`config.mk`:
```
export PLATFORM = sky130hd
export DESIGN_NAME = verdict_sequencer
export DESIGN_NICKNAME = d
export VERILOG_FILES = /design/src/rtl/kws_pkg.sv /design/src/rtl/verdict_fifo.sv /design/src/rtl/verdict_sequencer.sv
export SDC_FILE = /design/constraint.sdc
export NUM_CORES = 1
export LEC_CHECK = 0
export CORE_MARGIN = 2
export CORE_UTILIZATION = 52
export CTS_CLUSTER_DIAMETER = 30
export DETAILED_ROUTE_END_ITERATION = 8
export PLACE_DENSITY_LB_ADDON = 0.3
export SKIP_LAST_GASP = 1
export SYNTH_ARGS = -nofsm -noshare
export SYNTH_HDL_FRONTEND = slang
export SYNTH_SLANG_ARGS = --single-unit
```
`constraint.sdc`:
```
create_clock -name clk -period 2.9 [get_ports clk]
set_clock_uncertainty 0.05 [all_clocks]
set_input_delay 0.58 -clock clk [delete_from_list [all_inputs] [get_ports clk]]
set_output_delay 0.58 -clock clk [all_outputs]
set_load 0.01 [all_outputs]
```
`src/rtl/kws_pkg.sv`:
```
// ============================================================================
// Module : kws_pkg
// Brief  : Shared encodings for the keyword-search verdict path.
// Rev    : 1.0  initial release
// ============================================================================
`default_nettype none

package kws_pkg;

  typedef logic [1:0] seq_state_t;

  localparam seq_state_t ST_IDLE     = 2'd0;
  localparam seq_state_t ST_ISSUE    = 2'd1;
  localparam seq_state_t ST_WAIT_EOM = 2'd2;

  localparam logic VERDICT_ALLOW = 1'b1;
  localparam logic VERDICT_DENY  = 1'b0;

endpackage

`default_nettype wire

```
`src/rtl/verdict_fifo.sv`:
```
// ============================================================================
// Module : verdict_fifo
// Brief  : Synchronous FIFO with full/empty flags and a registered ready.
// Rev    : 1.0  initial release
// ============================================================================
`default_nettype none

module verdict_fifo #(
  parameter int WIDTH = 1,
  parameter int DEPTH = 4
) (
  input  logic             clk,
  input  logic             reset_n,
  input  logic             wr_en_i,
  input  logic [WIDTH-1:0] wr_data_i,
  input  logic             rd_en_i,
  output logic [WIDTH-1:0] rd_data_o,
  output logic             full_o,
  output logic             empty_o,
  output logic             ready_o
);

  localparam int AW = (DEPTH > 1) ? $clog2(DEPTH) : 1;
  localparam logic [AW:0]   FULL_CNT = (AW+1)'(DEPTH);
  localparam logic [AW:0]   CNT_ONE  = (AW+1)'(1);
  localparam logic [AW-1:0] PTR_ONE  = AW'(1);

  logic [WIDTH-1:0] mem_q [DEPTH];
  logic [AW-1:0]    wr_ptr_q;
  logic [AW-1:0]    rd_ptr_q;
  logic [AW:0]      count_q;
  logic [AW:0]      count_d;
  logic             ready_q;
  logic             do_push;
  logic             do_pop;

  assign full_o    = (count_q == FULL_CNT);
  assign empty_o   = (count_q == '0);
  assign ready_o   = ready_q;
  assign rd_data_o = mem_q[rd_ptr_q];
  assign do_push   = wr_en_i && !full_o;
  assign do_pop    = rd_en_i && !empty_o;

  always_comb begin
    count_d = count_q;
    if (do_push && !do_pop) begin
      count_d = count_q + CNT_ONE;
    end else if (!do_push && do_pop) begin
      count_d = count_q - CNT_ONE;
    end
  end

  always_ff @(posedge clk) begin
    if (do_push) begin
      mem_q[wr_ptr_q] <= wr_data_i;
    end
  end

  // Ready is computed from the next occupancy so it is exact yet registered.
  always_ff @(posedge clk) begin
    if (!reset_n) begin
      wr_ptr_q <= '0;
      rd_ptr_q <= '0;
      count_q  <= '0;
      ready_q  <= 1'b0;
    end else begin
      if (do_push) wr_ptr_q <= wr_ptr_q + PTR_ONE;
      if (do_pop)  rd_ptr_q <= rd_ptr_q + PTR_ONE;
      count_q <= count_d;
      ready_q <= (count_d != FULL_CNT);
    end
  end

endmodule

`default_nettype wire

```
`src/rtl/verdict_sequencer.sv`:
```
// ============================================================================
// Module : verdict_sequencer
// Brief  : Queues allow/deny verdicts and issues one per message to the gate.
// Rev    : 1.0  initial release
// ============================================================================
`default_nettype none

module verdict_sequencer #(
  parameter int FIFO_DEPTH  = 4,
  parameter int ACK_TIMEOUT = 255,
  parameter int CNT_WIDTH   = 32
) (
  input  logic                 clk,
  input  logic                 reset_n,
  input  logic                 enable,
  input  logic                 verdict_valid,
  input  logic                 verdict_allow,
  output logic                 verdict_ready,
  output logic                 allow_sig,
  output logic                 deny_sig,
  input  logic                 ack,
  input  logic                 mon_tvalid,
  input  logic                 mon_tready,
  input  logic                 mon_tlast,
  input  logic                 stat_clear,
  output logic [CNT_WIDTH-1:0] allow_count,
  output logic [CNT_WIDTH-1:0] deny_count,
  output logic [CNT_WIDTH-1:0] timeout_count,
  output logic                 err_timeout
);

  import kws_pkg::*;

  localparam int TW = (ACK_TIMEOUT > 1) ? $clog2(ACK_TIMEOUT) : 1;
  localparam logic [TW-1:0]        TMR_LAST = TW'(ACK_TIMEOUT - 1);
  localparam logic [TW-1:0]        TMR_ONE  = TW'(1);
  localparam logic [CNT_WIDTH-1:0] CNT_ONE  = CNT_WIDTH'(1);
  localparam logic [CNT_WIDTH-1:0] CNT_MAX  = '1;

  seq_state_t           state_q, state_d;
  logic [TW-1:0]        timer_q, timer_d;
  logic                 allow_sig_q, allow_sig_d;
  logic                 deny_sig_q, deny_sig_d;
  logic [CNT_WIDTH-1:0] allow_cnt_q, allow_cnt_d;
  logic [CNT_WIDTH-1:0] deny_cnt_q, deny_cnt_d;
  logic [CNT_WIDTH-1:0] to_cnt_q, to_cnt_d;
  logic                 err_q, err_d;

  logic       fifo_full;
  logic       fifo_empty;
  logic       fifo_ready;
  logic [0:0] head;
  logic       push;
  logic       pop;
  logic       eom_beat;
  logic       acked;
  logic       timeout_hit;

  assign push        = verdict_valid && fifo_ready && !fifo_full;
  assign eom_beat    = mon_tvalid && mon_tready && mon_tlast;
  assign acked       = (state_q == ST_ISSUE) && ack;
  assign timeout_hit = (state_q == ST_ISSUE) && !ack && (timer_q == TMR_LAST);
  assign pop         = acked || timeout_hit;

  verdict_fifo #(
    .WIDTH (1),
    .DEPTH (FIFO_DEPTH)
  ) u_fifo (
    .clk       (clk),
    .reset_n   (reset_n),
    .wr_en_i   (push),
    .wr_data_i (verdict_allow),
    .rd_en_i   (pop),
    .rd_data_o (head),
    .full_o    (fifo_full),
    .empty_o   (fifo_empty),
    .ready_o   (fifo_ready)
  );

  always_ff @(posedge clk) begin
    if (!reset_n) begin
      state_q <= ST_IDLE;
    end else begin
      state_q <= state_d;
    end
  end

  always_comb begin
    state_d = state_q;
    case (state_q)
      ST_IDLE: begin
        if (enable && !fifo_empty) state_d = ST_ISSUE;
      end
      ST_ISSUE: begin
        // A tlast beat in the ack cycle closes a single-beat message at once.
        if (ack) begin
          state_d = eom_beat ? ST_IDLE : ST_WAIT_EOM;
        end else if (timeout_hit) begin
          state_d = ST_IDLE;
        end
      end
      ST_WAIT_EOM: begin
        if (eom_beat) state_d = ST_IDLE;
      end
      default: state_d = ST_IDLE;
    endcase
  end

  always_comb begin
    allow_sig_d = 1'b0;
    deny_sig_d  = 1'b0;
    timer_d     = '0;
    if ((state_q == ST_ISSUE) && !pop) begin
      allow_sig_d = (head == VERDICT_ALLOW);
      deny_sig_d  = (head == VERDICT_DENY);
      timer_d     = timer_q + TMR_ONE;
    end
  end

  always_comb begin
    allow_cnt_d = allow_cnt_q;
    deny_cnt_d  = deny_cnt_q;
    to_cnt_d    = to_cnt_q;
    err_d       = err_q || timeout_hit;
    if (acked && (head == VERDICT_ALLOW) && (allow_cnt_q != CNT_MAX)) begin
      allow_cnt_d = allow_cnt_q + CNT_ONE;
    end
    if (acked && (head == VERDICT_DENY) && (deny_cnt_q != CNT_MAX)) begin
      deny_cnt_d = deny_cnt_q + CNT_ONE;
    end
    if (timeout_hit && (to_cnt_q != CNT_MAX)) begin
      to_cnt_d = to_cnt_q + CNT_ONE;
    end
    if (stat_clear) begin
      allow_cnt_d = '0;
      deny_cnt_d  = '0;
      to_cnt_d    = '0;
      err_d       = 1'b0;
    end
  end

  always_ff @(posedge clk) begin
    if (!reset_n) begin
      timer_q     <= '0;
      allow_sig_q <= 1'b0;
      deny_sig_q  <= 1'b0;
      allow_cnt_q <= '0;
      deny_cnt_q  <= '0;
      to_cnt_q    <= '0;
      err_q       <= 1'b0;
    end else begin
      timer_q     <= timer_d;
      allow_sig_q <= allow_sig_d;
      deny_sig_q  <= deny_sig_d;
      allow_cnt_q <= allow_cnt_d;
      deny_cnt_q  <= deny_cnt_d;
      to_cnt_q    <= to_cnt_d;
      err_q       <= err_d;
    end
  end

  assign verdict_ready = fifo_ready;
  assign allow_sig     = allow_sig_q;
  assign deny_sig      = deny_sig_q;
  assign allow_count   = allow_cnt_q;
  assign deny_count    = deny_cnt_q;
  assign timeout_count = to_cnt_q;
  assign err_timeout   = err_q;

endmodule

`default_nettype wire

```
### Yosys cells after proc, flatten, opt, wreduce, memory -nomap -nowiden

Memory sizes are Yosys's and may differ from the RTL's. A register that Yosys moved wholly into a read port is not among the register bits.
Index checks and enable logic that the tools add are counted.

| word-level totals | value |
|---|---|
| memories kept | 1 |
| flip-flop bits (word level) | 117 |
| input port bits | 10 |
| latch bits | 0 |
| ROM bits | 0 |
| bits in writable memories | 4 |
| output and inout bits | 100 |

| operators by class | value |
|---|---|
| equality and inequality tests | 11 |
| reductions and logical operators | 31 |
| multipliers | 0 |
| add/subtract/negate cells | 8 |
| bitwise operators | 2 |
| muxes and demuxes | 12 |
| div/mod/pow operators | 0 |
| shifts and indexed selects | 0 |
| order comparisons | 0 |

Memories:

| memory | words | bits a word | rd ports | clocked after Yosys merged registers in | write ports | RTL line | RTL |
|---|---|---|---|---|---|---|---|
| u_fifo.mem_q | 4 | 1 | 1 | 1 | 1 | verdict_fifo.sv:28 | `logic [WIDTH-1:0] mem_q [DEPTH];` |

Operators by type and width:

| cell | count |
|---|---|
| 32-bit by 1-bit adder with 32-bit output (second input constant) | 3 |
| 32-bit inequality test (second input constant) | 3 |
| 1-bit logical AND | 18 |
| 2-bit two-way mux | 7 |
| 8-bit by 1-bit adder with 8-bit output (second input constant) | 1 |
| 8-bit == test (second input constant) | 1 |
| 1-bit logical NOT | 6 |
| 3-bit two-way mux | 2 |
| 3-bit inequality test (second input constant) | 2 |
| 2-bit one-hot mux with 3 select lines | 1 |
| 2-bit by 1-bit adder with 2-bit output (second input constant) | 2 |
| 2-bit inequality test (second input constant) | 2 |
| 3-bit by 1-bit adder with 3-bit output (second input constant) | 1 |
| 3-bit == test (second input constant) | 1 |
| 3-bit logical NOT | 1 |
| 3-bit AND reduction | 1 |
| 3-bit by 1-bit subtractor with 3-bit output (second input constant) | 1 |
| 2-bit by 1-bit == test with 1-bit output (second input constant) | 1 |
| 2-bit == test (second input constant) | 1 |
| 2-bit logical NOT | 1 |
| 1-bit logical OR | 2 |
| 1-bit two-way mux | 2 |
| 1-bit inverter | 2 |
| 2-bit AND reduction | 1 |
| 2-bit OR reduction | 1 |

### Logic depth before layout (Yosys ltp)

| logic depth | value |
|---|---|
| depth after elaboration | 9 |
| mapped depth | 9 |

### Modules after synthesis

From an unflattened synthesis, not the netlist that was laid out.

| second synthesis, totals | value |
|---|---|
| cell total of the unflattened synthesis | 756 |
| area total of the unflattened synthesis | 6,301.0 um2 |

By module, submodules not included:

| module | cells an instance | times used | area an instance (um2) |
|---|---|---|---|
| verdict_sequencer | 676 | 1 | 5,519.0 |
| verdict_fifo | 80 | 1 | 782.0 |

### Least setup slack after synthesis

OpenSTA, ideal clock, no wires.

| timing | value |
|---|---|
| kind | register -> register |
| from | reg (tool-made name) |
| to | reg deny_cnt_q[28], in the netlist deny_count[28] |
| arrival time | 2.132 ns |
| cell stages (with the launch flop) | 6 |
| data required time | 2.780 ns |
| slack | 0.649 ns |
| path through | dfxtp_1 -> mux4_2 -> or4_4 -> nand4b_4 -> or3_1 -> a21oi_1 |

RTL lines:

| element | RTL line | RTL |
|---|---|---|
| end signal, assigned | verdict_sequencer.sv:156 | `deny_cnt_q <= deny_cnt_d;` |
| end, declared | verdict_sequencer.sv:45 | `logic [CNT_WIDTH-1:0] deny_cnt_q, deny_cnt_d;` |

### Worst setup path after layout

| timing | value |
|---|---|
| from | reg deny_cnt_q[23], in the netlist deny_count[23] |
| to | reg deny_cnt_q[9], in the netlist deny_count[9] |

| between the ends | value |
|---|---|
| word-level cells in the longest chain between the ends | 2 |

Ends and longest elaborated chain:

| element | RTL line | RTL |
|---|---|---|
| 32-bit inequality test | verdict_sequencer.sv:128 | `if (acked && (head == VERDICT_DENY) && (deny_cnt_q != CNT_MAX)) begin` |
| 1-bit logical AND | verdict_sequencer.sv:128 |  |

No other way between the ends.
A chain may end at the register's enable or synchronous reset.

==> results.ini <==
[synthesis]
netlist_area_um2=5710
synth_common_cells=119 x dfxtp_1, 117 x nor2_1, 52 x xnor2_1
yosysSeqAreaShare=0.438
synthTopCellsByArea=dfxtp_1 42%, xnor2_1 8.0%, nor2_1 7.7%
yosysMostFrequentCell=dfxtp_1
synth_warnings=0
synth_cell_types=49
postSynthCellCount=661
async_reset_ff_frac=0
postSynthAreaPerCell_um2=8.64
yosys.area.top_type=dfxtp_1
synth_fp_nets=683
synth_top_cell_area_share=0.417
ys.flop_type=dfxtp_1
synth_enable_flop_cells=4
synth_seq_cells=123

[die]
die_w_um=109
dieArea_um2=11800
num_rows=38
ioPinCount=110
core_area_um2=10800
start_util=0.529
die-height_um=109

[timing]
layout_setup_ws_ns=0.475
hold_viol_final=0
finalCritPeriodShare=0.836
worst_pin_slew_ns=0.715
maxSlewHeadroom=0.519
period_needed_ns=2.42
finalSetupViolations=0
rsz0062_at_grt=no
tns_ns=0
max_freq_ghz=0.412
drv_slew=0

[pwr]
p_leak_nw=2.49
p_int_w=0.00330
p_seq_frac=0.419
switching_share=0.204
ir_drop_v=0.000390
power.density_nw_per_um2=545
clkPwrFrac=0.535
pwr-share-comb=0.046
p_sw_w=0.000845
power.total_w=0.00415

[detailed_routing]
ant_nets=0
drt_first_pass_iters=5
drtIter0Drc=267
vias=5053
drc=0
viasPerCell=5.43
finalWirelength_um=13300
wl_per_cell_um=14.3

[setup_path]
crit_family=simple AND/OR/NAND/NOR gates
critPathBufInv=0
worstSetupStartpointType=flop
arrival_ns=2.79
reg2regPathDepth=6
crit_chain=nand4_1 > nor4_1 > nand3_1 > nand4_1 > xor2_1 > nor2_1
path_max_fanout=7
r2r_setup_slack_ns=0.48
crit_required_ns=3.26
endpoint_kind=flop
max_stage_delay_ns=0.71
critPathMostFrequentCell=nand4_1
rr_endpoint=deny_count[9]$_SDFFE_PP0P_
crit_type=reg2reg
cp_slowest_cell=nor4_1
r2r-start=deny_count[23]$_SDFFE_PP0P_

[hold_path]
hold_class=reg2reg
hold_depth=2
min-delay-start=err_timeout$_SDFF_PP0_
min_to=err_timeout$_SDFF_PP0_

[clock_tree]
cts_resized=0
cts-hold-fix-buffers=0
cts_tree=built
cts_setup_buffers=0
numClockSinks=123
clock_latency_ns=0.52
root_buffer=clkbuf_8
path_clk_slew_ns=0.06
clockBufferDepth=2
htree_levels=4
cts_made_buffers=17

[layout]
drive_gt1_frac=0.0671
antennaDiodeCount=0
fillers=847
fin_area_um2=7600
fin_nets=800
final_cell_count_no_fill=930
area_growth_pct=33.0

[placement]
placedCellCount=899
dpl-instance-area_um2=6970
dp_slack_ns=0.0876
place.gp.congestion=0.859
portBuffers=109
dp_hpwl_um=9460

[grt]
grt_usage=0.241
overflow=0
grt_first_pass_wirelength_um=22600
grt_pass1_vias=4916
grt_max_degree=51
antenna_found_initial=0

[run_status]
status=completed

[run]
maxCapViolCount=0

[per-stage QoR]
step / utilization / hold WS (ns)
6_report: 0.704 / 0.430
5_1_grt: 0.704 / 0.457
4_1_cts: 0.704 / 0.431
3_5_place_dp: 0.646 / 0.417
3_3_place_gp: 0.646 / 0.403
2_1_floorplan: - / 0.391
[cell type report]
class,count,area (um2),share of cell area
Tap cell,140,175,0.0230
Clock inverter,7,135,0.0178
Timing Repair Buffer,117,1150,0.151
Sequential cell,123,2500,0.329
Clock buffer,24,490,0.0645
Inverter,17,63.8,0.00840
Multi-Input combinational cell,502,3080,0.405
[power groups by stage]
stage / sequential (W) / combinational, W / clock, W
after floorplan: 0.00177 / 0.000129 / 0
after global placement: 0.00177 / 0.000175 / 0
after detailed placement: 0.00177 / 0.000186 / 0
after CTS: 0.00174 / 0.000189 / 0.00225
after global routing: 0.00174 / 0.000212 / 0.00235
final: 0.00174 / 0.000191 / 0.00222
[per-layer routing]
metal / global-route usage / share of wire
met5: 0 / 0
met2: 0.401 / 0.50
met3: 0.0843 / 0.058
met4: 0.0714 / 0.0091
met1: 0.293 / 0.44
[tightest hold or removal path, cell delays in order, from the launching register on]
cell and delay, ns:
dfxtp_1 0.33, nor2_1 0.05, nor2_1 0.07
[worst max-delay path by stage]
stage | from | end | slack [ns] | cells past startpoint
floorplan | flop | deny_count[28]$_SDFFE_PP0P_ | 0.65 | 5
global placement | ack | timeout_count[22]$_SDFFE_PP0P_ | 0.11 | 7
detailed placement | ack | timeout_count[20]$_SDFFE_PP0P_ | 0.09 | 7
CTS | u_fifo.mem_q[3]$_DFFE_PP_ | deny_count[28]$_SDFFE_PP0P_ | 0.49 | 5
global route | deny_count[23]$_SDFFE_PP0P_ | deny_count[9]$_SDFFE_PP0P_ | 0.26 | 6
finish | deny_count[23]$_SDFFE_PP0P_ | deny_count[9]$_SDFFE_PP0P_ | 0.48 | 6
[flip-flops by register name (all words and copies together) (netlist names), 2 cells and up, named ones only]
| register | count |
|---|---|
| allow_count | 32 |
| deny_count | 32 |
| timeout_count | 32 |
| timer_q | 8 |
| u_fifo.mem_q | 4 |
| u_fifo.count_q | 3 |
| state_q | 2 |
| u_fifo.rd_ptr_q | 2 |
| u_fifo.wr_ptr_q | 2 |
[cells in the final DEF, fill, tap and decap left out, types with 13 or more instances in the layout]
cell | Yosys | layout
dfxtp_1 | 119 | 119
xor2_1 | 40 | 40
and3_1 | 13 | 13
or3_1 | 13 | 13
a21oi_1 | 19 | 19
nor3_1 | 22 | 22
nand2_1 | 43 | 43
clkbuf_16 | 0 | 16
nand3_1 | 48 | 48
clkdlybuf4s50_1 | 0 | 109
o21ai_0 | 14 | 14
nor4_1 | 13 | 13
inv_1 | 16 | 16
xnor2_1 | 52 | 52
nor2_1 | 117 | 117
nand4_1 | 28 | 28
[logic make-up after synthesis]
logic type               synth area share
adder cells (fa/ha/maj)            0.0280
flip-flops                          0.438
XOR/XNOR                            0.141
buffers and inverters              0.0241
multiplexers                      0.00744
AO/OA/AOI/OAI                      0.0510
AND/OR/NAND/NOR                     0.310
(Power assumes the default switching activity.)
